$ cat src/rtl/fic_ahb_arbiter_if.sv
// AHB-Lite bus bundle between the FIC_0 arbiter and the HPMS master port.
// The arbiter uses the master view; the system side uses the slave view.
interface fic_ahb_arbiter_if;
    logic [31:0] HADDR;
    logic [1:0]  HTRANS;
    logic        HWRITE;
    logic [2:0]  HSIZE;
    logic [2:0]  HBURST;
    logic [3:0]  HPROT;
    logic        HMASTLOCK;
    logic [31:0] HWDATA;
    logic        HREADY;
    logic [1:0]  HRESP;
    logic [31:0] HRDATA;

    modport master (
        output HADDR, HTRANS, HWRITE, HSIZE, HBURST,
        output HPROT, HMASTLOCK, HWDATA,
        input  HREADY, HRESP, HRDATA
    );

    modport slave (
        input  HADDR, HTRANS, HWRITE, HSIZE, HBURST,
        input  HPROT, HMASTLOCK, HWDATA,
        output HREADY, HRESP, HRDATA
    );
endinterface

$ cat src/rtl/fic_ahb_arbiter.sv
// Round-robin arbiter sharing the FIC_0 AHB-Lite master among fabric clients.
// One single-beat transfer per grant, gated by bus_en, with a wait timeout.
module fic_ahb_arbiter #(
    parameter int unsigned NREQ      = 3,
    parameter int unsigned TIMEOUT   = 1023,
    parameter logic [3:0]  HPROT_VAL = 4'b0011
) (
    input  logic               mclk,
    input  logic               reset,
    input  logic               bus_en,
    input  logic [NREQ-1:0]    req,
    input  logic [32*NREQ-1:0] req_addr,
    input  logic [NREQ-1:0]    req_write,
    input  logic [32*NREQ-1:0] req_wdata,
    input  logic [3*NREQ-1:0]  req_size,
    output logic [NREQ-1:0]    ack,
    output logic [31:0]        rdata,
    output logic               err,
    output logic               timeout,
    output logic               busy,
    output logic [2:0]         grant_id,
    fic_ahb_arbiter_if.master  ahb
);
    typedef enum logic [1:0] {IDLE, ADDR, DATA, DONE} state_t;

    localparam logic [15:0] TO_LAST = 16'(TIMEOUT - 1);
    localparam logic [2:0]  LAST_ID = 3'(NREQ - 1);

    state_t      state_q, state_d;
    logic [2:0]  ptr_q, ptr_d;
    logic [2:0]  grant_q, grant_d;
    logic [31:0] addr_q, addr_d;
    logic        write_q, write_d;
    logic [31:0] wdata_q, wdata_d;
    logic [2:0]  size_q, size_d;
    logic [15:0] wcnt_q, wcnt_d;
    logic [31:0] rdata_q, rdata_d;
    logic        err_q, err_d;
    logic        tout_q, tout_d;

    // Requester fields unpacked into 8-entry tables indexed by a 3-bit id
    logic [7:0]  req_pad;
    logic [7:0]  wr_pad;
    logic [31:0] addr_a  [8];
    logic [31:0] wdata_a [8];
    logic [2:0]  size_a  [8];

    for (genvar i = 0; i < 8; i++) begin : g_unp
        if (i < NREQ) begin : g_on
            assign req_pad[i] = req[i];
            assign wr_pad[i]  = req_write[i];
            assign addr_a[i]  = req_addr[32*i +: 32];
            assign wdata_a[i] = req_wdata[32*i +: 32];
            assign size_a[i]  = req_size[3*i +: 3];
        end else begin : g_off
            assign req_pad[i] = 1'b0;
            assign wr_pad[i]  = 1'b0;
            assign addr_a[i]  = '0;
            assign wdata_a[i] = '0;
            assign size_a[i]  = '0;
        end
    end

    logic       found;
    logic [2:0] sel;
    logic [3:0] idx;
    logic       illegal;

    // First pending requester at or after the round-robin pointer
    always_comb begin
        found = 1'b0;
        sel   = '0;
        idx   = '0;
        for (int k = 0; k < NREQ; k++) begin
            idx = {1'b0, ptr_q} + 4'(k);
            if (idx >= 4'(NREQ)) idx = idx - 4'(NREQ);
            if (!found && req_pad[idx[2:0]]) begin
                found = 1'b1;
                sel   = idx[2:0];
            end
        end
    end

    // Size/alignment legality of the selected request
    always_comb begin
        illegal = (size_a[sel] > 3'd2)
               || (size_a[sel] == 3'd1 && addr_a[sel][0])
               || (size_a[sel] == 3'd2 && addr_a[sel][1:0] != 2'b00);
    end

    // State and transfer registers
    always_ff @(posedge mclk) begin
        if (reset) begin
            state_q <= IDLE;
            ptr_q   <= '0;
            grant_q <= '0;
            addr_q  <= '0;
            write_q <= 1'b0;
            wdata_q <= '0;
            size_q  <= '0;
            wcnt_q  <= '0;
            rdata_q <= '0;
            err_q   <= 1'b0;
            tout_q  <= 1'b0;
        end else begin
            state_q <= state_d;
            ptr_q   <= ptr_d;
            grant_q <= grant_d;
            addr_q  <= addr_d;
            write_q <= write_d;
            wdata_q <= wdata_d;
            size_q  <= size_d;
            wcnt_q  <= wcnt_d;
            rdata_q <= rdata_d;
            err_q   <= err_d;
            tout_q  <= tout_d;
        end
    end

    // Next-state: grant, address phase, data phase with timeout, completion
    always_comb begin
        state_d = state_q;
        ptr_d   = ptr_q;
        grant_d = grant_q;
        addr_d  = addr_q;
        write_d = write_q;
        wdata_d = wdata_q;
        size_d  = size_q;
        wcnt_d  = wcnt_q;
        rdata_d = rdata_q;
        err_d   = err_q;
        tout_d  = tout_q;
        unique case (state_q)
            IDLE: begin
                if (bus_en && found) begin
                    grant_d = sel;
                    addr_d  = addr_a[sel];
                    write_d = wr_pad[sel];
                    wdata_d = wdata_a[sel];
                    size_d  = size_a[sel];
                    if (illegal) begin
                        rdata_d = '0;
                        err_d   = 1'b1;
                        state_d = DONE;
                    end else begin
                        state_d = ADDR;
                    end
                end
            end
            ADDR: begin
                if (ahb.HREADY) begin
                    wcnt_d  = '0;
                    state_d = DATA;
                end
            end
            DATA: begin
                if (ahb.HREADY) begin
                    rdata_d = write_q ? 32'd0 : ahb.HRDATA;
                    err_d   = (ahb.HRESP == 2'b01);
                    state_d = DONE;
                end else if (wcnt_q == TO_LAST) begin
                    rdata_d = '0;
                    err_d   = 1'b1;
                    tout_d  = 1'b1;
                    state_d = DONE;
                end else begin
                    wcnt_d = wcnt_q + 16'd1;
                end
            end
            DONE: begin
                ptr_d   = (grant_q == LAST_ID) ? 3'd0 : grant_q + 3'd1;
                state_d = IDLE;
            end
            default: state_d = IDLE;
        endcase
    end

    // Completion pulse to the granted requester
    always_comb begin
        ack = '0;
        for (int i = 0; i < NREQ; i++) begin
            ack[i] = (state_q == DONE) && (grant_q == 3'(i));
        end
    end

    assign rdata         = rdata_q;
    assign err           = err_q;
    assign timeout       = tout_q;
    assign busy          = (state_q != IDLE);
    assign grant_id      = grant_q;
    assign ahb.HADDR     = addr_q;
    assign ahb.HTRANS    = (state_q == ADDR) ? 2'b10 : 2'b00;
    assign ahb.HWRITE    = write_q;
    assign ahb.HSIZE     = size_q;
    assign ahb.HBURST    = 3'b000;
    assign ahb.HPROT     = HPROT_VAL;
    assign ahb.HMASTLOCK = 1'b0;
    assign ahb.HWDATA    = wdata_q;
endmodule
$ cat src/flat_wrapper.sv
// flat-port wrapper written by rule: the top's interface ports become plain ports
module fic_ahb_arbiter_flat 
#(
    parameter int unsigned NREQ      = 3,
    parameter int unsigned TIMEOUT   = 1023,
    parameter logic [3:0]  HPROT_VAL = 4'b0011
)
  (mclk, reset, bus_en, req, req_addr, req_write, req_wdata, req_size, ack, rdata, err, timeout, busy, grant_id, ahb_HADDR, ahb_HTRANS, ahb_HWRITE, ahb_HSIZE, ahb_HBURST, ahb_HPROT, ahb_HMASTLOCK, ahb_HWDATA, ahb_HREADY, ahb_HRESP, ahb_HRDATA);
  fic_ahb_arbiter_if ahb_i ();
  input  logic mclk;
  input  logic reset;
  input  logic bus_en;
  input  logic [NREQ-1:0] req;
  input  logic [32*NREQ-1:0] req_addr;
  input  logic [NREQ-1:0] req_write;
  input  logic [32*NREQ-1:0] req_wdata;
  input  logic [3*NREQ-1:0] req_size;
  output logic [NREQ-1:0] ack;
  output logic [31:0] rdata;
  output logic err;
  output logic timeout;
  output logic busy;
  output logic [2:0] grant_id;
  output wire logic [$bits(ahb_i.HADDR)-1:0] ahb_HADDR;
  output wire logic [$bits(ahb_i.HTRANS)-1:0] ahb_HTRANS;
  output wire logic [$bits(ahb_i.HWRITE)-1:0] ahb_HWRITE;
  output wire logic [$bits(ahb_i.HSIZE)-1:0] ahb_HSIZE;
  output wire logic [$bits(ahb_i.HBURST)-1:0] ahb_HBURST;
  output wire logic [$bits(ahb_i.HPROT)-1:0] ahb_HPROT;
  output wire logic [$bits(ahb_i.HMASTLOCK)-1:0] ahb_HMASTLOCK;
  output wire logic [$bits(ahb_i.HWDATA)-1:0] ahb_HWDATA;
  input wire logic [$bits(ahb_i.HREADY)-1:0] ahb_HREADY;
  input wire logic [$bits(ahb_i.HRESP)-1:0] ahb_HRESP;
  input wire logic [$bits(ahb_i.HRDATA)-1:0] ahb_HRDATA;
  assign ahb_HADDR = ahb_i.HADDR;
  assign ahb_HTRANS = ahb_i.HTRANS;
  assign ahb_HWRITE = ahb_i.HWRITE;
  assign ahb_HSIZE = ahb_i.HSIZE;
  assign ahb_HBURST = ahb_i.HBURST;
  assign ahb_HPROT = ahb_i.HPROT;
  assign ahb_HMASTLOCK = ahb_i.HMASTLOCK;
  assign ahb_HWDATA = ahb_i.HWDATA;
  assign ahb_i.HREADY = ahb_HREADY;
  assign ahb_i.HRESP = ahb_HRESP;
  assign ahb_i.HRDATA = ahb_HRDATA;
  fic_ahb_arbiter #(.NREQ(NREQ), .TIMEOUT(TIMEOUT), .HPROT_VAL(HPROT_VAL)) u_core (.mclk(mclk), .reset(reset), .bus_en(bus_en), .req(req), .req_addr(req_addr), .req_write(req_write), .req_wdata(req_wdata), .req_size(req_size), .ack(ack), .rdata(rdata), .err(err), .timeout(timeout), .busy(busy), .grant_id(grant_id), .ahb(ahb_i));
endmodule
$ cat config.mk
export PLATFORM = sky130hd
export DESIGN_NAME = fic_ahb_arbiter_flat
export DESIGN_NICKNAME = d
export VERILOG_FILES = /design/src/rtl/fic_ahb_arbiter_if.sv /design/src/rtl/fic_ahb_arbiter.sv /design/src/flat_wrapper.sv
export SDC_FILE = /design/constraint.sdc
export NUM_CORES = 1
export LEC_CHECK = 0
export BUFFER_PORTS_ARGS = -buffer_cell sky130_fd_sc_hd__buf_2
export CAP_MARGIN = 20
export CORE_AREA = 3 3 141 143
export CTS_BUF_LIST = sky130_fd_sc_hd__clkbuf_4 sky130_fd_sc_hd__clkbuf_8
export CTS_CLUSTER_SIZE = 12
export DETAILED_ROUTE_END_ITERATION = 8
export DIE_AREA = 0 0 144 146
export GPL_TIMING_DRIVEN = 0
export PLACE_DENSITY = 0.71
export SYNTH_ARGS = -nofsm -noshare
export SYNTH_HDL_FRONTEND = slang
export SYNTH_SLANG_ARGS = --single-unit
$ cat constraint.sdc
create_clock -name mclk -period 4 [get_ports mclk]
set_input_delay 0.8 -clock mclk [delete_from_list [all_inputs] [get_ports mclk]]
set_output_delay 0.8 -clock mclk [all_outputs]
set_load 0.03 [all_outputs]
==> flow_summary.json <==
{
  "status": "complete, no violations",
  "drc_errors": 0,
  "yosys_warnings": 0,
  "ir_worst_vdd_mv": 0.422,
  "gp_congestion": 0.972,
  "drtPass1Iterations": 5,
  "layout-drive-gt1-share": 0.430,
  "core_um2": 18700,
  "crit_required_ps": 4310,
  "ys_seq_elements": 126,
  "ys_types": 72,
  "grt_util_all_layers": 0.240,
  "pre_cts_slack_ps": 215,
  "cts_tree": "done",
  "placement.io_buffers": 354,
  "clk_pin_slew_ps": 70,
  "row_count": 50,
  "finish.instance_area_um2": 9970,
  "reg2reg_slack_ps": 250,
  "ff_latch_area_um2": 2520,
  "relSlewSlack": 0.610,
  "worst_slew_pin_slew_ps": 584,
  "vias_per_cell": 5.16,
  "p_clk_frac": 0.165,
  "netlist_area_um2": 7460,
  "boundaryPins": 364,
  "hold_viol": 0,
  "wl_mm": 25.9,
  "finClkSkew_ps": 12.3,
  "power.total_mw": 6.81,
  "finalSetupViolations": 0,
  "setup_slack_ps": 248,
  "met2WireLength_mm": 12.5,
  "synth_edf_count": 0,
  "syn_to_final_growth_pct": 33.5,
  "drtIter0Drc": 348,
  "wire_per_inst_um": 17.8,
  "hpwl_mm": 21.1,
  "detail-route-antenna-nets": 0,
  "vias": 7530,
  "async_reset_ff_frac": 0,
  "cts_buffer_depth": 2,
  "wl_met1_mm": 10.4,
  "syn_inst": 829,
  "combPwrFrac": 0.582,
  "clock_latency_ps": 440,
  "r2r_cells": 13,
  "final_util": 0.533,
  "die_y_um": 146,
  "worstSetupStartpointType": "register",
  "synthFlopType": "dfxtp_1",
  "cts_root_buf": "clkbuf_8",
  "hold_depth": 2,
  "synth_top_area_frac": 0.338,
  "synth_top_area_cell": "dfxtp_1",
  "dr.max_layer_used": "met5",
  "first_global_vias": 7295,
  "min_to": "u_core.ahb.HADDR[15]$_SDFFE_PP0P_",
  "dpl_cell_area_um2": 9560,
  "final_max_slew_viol_count": 0,
  "power.switching_mw": 3.20,
  "hold_path_startpoint": "u_core.ahb.HADDR[15]$_SDFFE_PP0P_",
  "nets": 1470,
  "r2r_end": "u_core.ahb.HWDATA[4]$_SDFFE_PP0P_",
  "post-route-period-util": 0.938,
  "grt_pass1_wl_mm": 39.3,
  "min_period_ps": 3750,
  "htreeDepth": 4,
  "netSwitchingFraction": 0.471,
  "die_w_um": 144,
  "clock.fmax_ghz": 0.267,
  "wl_met3_mm": 2.36,
  "internal-power_mw": 3.60,
  "seqPwrFrac": 0.253,
  "multi_input_area_um2": 4400,
  "leakagePower_nw": 4.81,
  "synth-seq-area-share": 0.338,
  "grt_max_degree": 17,
  "fillCellCount": 1756,
  "cts_num_sinks": 126,
  "rr_startpoint": "u_core.ptr_q[0]$_SDFFE_PP0P_",
  "maxCapViolations": 0,
  "crit_path_end_kind": "register",
  "dieArea_um2": 21000,
  "hp-class": "register to register",
  "synth.avg_cell_area_um2": 9.00,
  "critPathMaxFanout": 10,
  "rsz0062_at_grt": "false",
  "criticalPathCategory": "register to register",
  "numCtsBuffers": 17,
  "antenna_found_initial": 2,
  "overflow": 0,
  "power_density_nw_per_um2": 683,
  "start_util": 0.399,
  "tns_ps": 0,
  "crit_arrival_ps": 4070,
  "ys_top_cells_by_area": "dfxtp_1 (34%), mux2i_1 (9.8%), mux2_2 (8.1%), o221ai_2 (6.0%), nand3_1 (4.8%)"
}
## registers in the layout, indices dropped and copies added, names as in the netlist
| signal | count |
|---|---|
| u_core.ahb.HSIZE | 3 |
| u_core.ahb.HWRITE | 1 |
| u_core.ptr_q | 3 |
| u_core.wcnt_q | 16 |
| u_core.ahb.HWDATA | 32 |
| u_core.grant_id | 3 |
| u_core.rdata | 32 |
| u_core.state_q | 2 |
| u_core.ahb.HADDR | 32 |
| u_core.err | 1 |
| u_core.timeout | 1 |
## cells by family after synthesis
family                   count (synthesis)  synth area share
AO/OA/AOI/OAI                          167             0.182
XOR/XNOR                                12            0.0141
adder cells (fa/ha/maj)                 15            0.0251
buffers and inverters                  118            0.0769
flip-flops                             126             0.338
multiplexers                           143             0.204
other                                    2           0.00101
AND/OR/NAND/NOR                        246             0.159
## metrics by stage
step	cells	hold WS [ps]
6_report	1458	445
5_1_grt	1458	469
4_1_cts	1457	448
3_5_place_dp	1425	438
3_3_place_gp	1424	433
2_1_floorplan	836	454
## worst max-delay path by stage
stage / slack, ps / endpoint / depth (start not counted) / startpoint
after floorplan: 960 / u_core.rdata[10]$_SDFFE_PP0P_ / 13 / u_core.ptr_q[0]$_SDFFE_PP0P_
after global placement: 220 / u_core.ahb.HWDATA[24]$_SDFFE_PP0P_ / 13 / u_core.ptr_q[0]$_SDFFE_PP0P_
after detailed placement: 220 / u_core.ahb.HWDATA[21]$_SDFFE_PP0P_ / 13 / u_core.ptr_q[0]$_SDFFE_PP0P_
after CTS: 170 / u_core.ahb.HWDATA[21]$_SDFFE_PP0P_ / 13 / u_core.ptr_q[0]$_SDFFE_PP0P_
after global routing: 6 / u_core.ahb.HWDATA[16]$_SDFFE_PP0P_ / 13 / u_core.ptr_q[0]$_SDFFE_PP0P_
final: 250 / u_core.ahb.HWDATA[4]$_SDFFE_PP0P_ / 13 / u_core.ptr_q[0]$_SDFFE_PP0P_
## power by group through the flow
stage               combinational, mW  clock, mW  sequential (mW)
detailed placement               3.97          0             1.74
CTS                              3.98       1.15             1.72
global placement                 3.95          0             1.73
floorplan                        2.34          0             2.25
global route                     4.27       1.20             1.75
finish                           3.96       1.12             1.72
## Yosys cell counts (3+ instances only)
| cell | count |
|---|---|
| nand3_1 | 71 |
| a311oi_1 | 5 |
| xnor2_1 | 6 |
| and4_1 | 3 |
| o32ai_1 | 3 |
| or3_1 | 7 |
| buf_2 | 12 |
| o221ai_2 | 30 |
| o21a_1 | 3 |
| inv_1 | 52 |
| ha_1 | 15 |
| and3_1 | 4 |
| mux2i_1 | 73 |
| nor3b_1 | 4 |
| a21o_1 | 5 |
| a21oi_1 | 13 |
| dfxtp_1 | 126 |
| o21ai_1 | 62 |
| xor2_1 | 6 |
| buf_6 | 6 |
| clkbuf_1 | 32 |
| nor2_1 | 37 |
| o22ai_1 | 7 |
| mux2_1 | 15 |
| nand4_1 | 6 |
| nand2_1 | 79 |
| o21ai_0 | 6 |
| nor3_1 | 7 |
| nand2b_1 | 14 |
| buf_4 | 13 |
| mux2_2 | 54 |
## cell type report
cell class,instances,area share
clock inverters,13,0.0141
plain buffers,65,0.0378
multi-input cells,592,0.442
inverters,53,0.0200
well taps,234,0.0294
flip-flops and latches,126,0.253
diodes,1,0.000251
clock buffers,19,0.0256
repair buffers,355,0.178
## placed cells by master, fill, tap and decap left out, types with 4 or more instances in the layout
master,instances
buf_2,367
dfxtp_1,126
nand2_1,79
mux2i_1,73
nand3_1,71
o21ai_1,62
mux2_2,54
inv_1,52
nor2_1,36
clkbuf_1,31
o221ai_2,30
clkbuf_8,18
mux2_1,15
ha_1,15
nand2b_1,14
buf_4,13
a21oi_1,13
conb_1,9
nor3_1,7
or3_1,7
o22ai_1,7
nand4_1,6
xnor2_1,6
o21ai_0,6
buf_6,6
xor2_1,6
a21o_1,5
nor3b_1,4
and3_1,4
a311oi_1,4
clkinv_2,4
clkinv_4,4
## timing repair
item / CTS / global route
endpoints found under the setup margin: 0 / 63
buffers inserted: 0 / 0
hold buffers: 0 / 0
gates resized for setup: 0 / 4
## per-layer routing
metal / GRT usage / up-vias
li1: - / 3732
met1: 0.287 / 3470
met2: 0.403 / 293
met3: 0.0730 / 33
met4: 0.0833 / 2
met5: 0 / -
## worst max-delay path, stage by stage (launching register included)
cell      delay [ps]
dfxtp_1          440
buf_4            230
inv_2            110
ha_1             290
buf_2            210
inv_1            120
a21o_1           180
a221oi_2         310
a21oi_1          220
o21ai_4          440
buf_2            350
mux2_2           370
mux2i_1          270
o21ai_1           90
No activity file was read; power rests on OpenSTA's default activity.
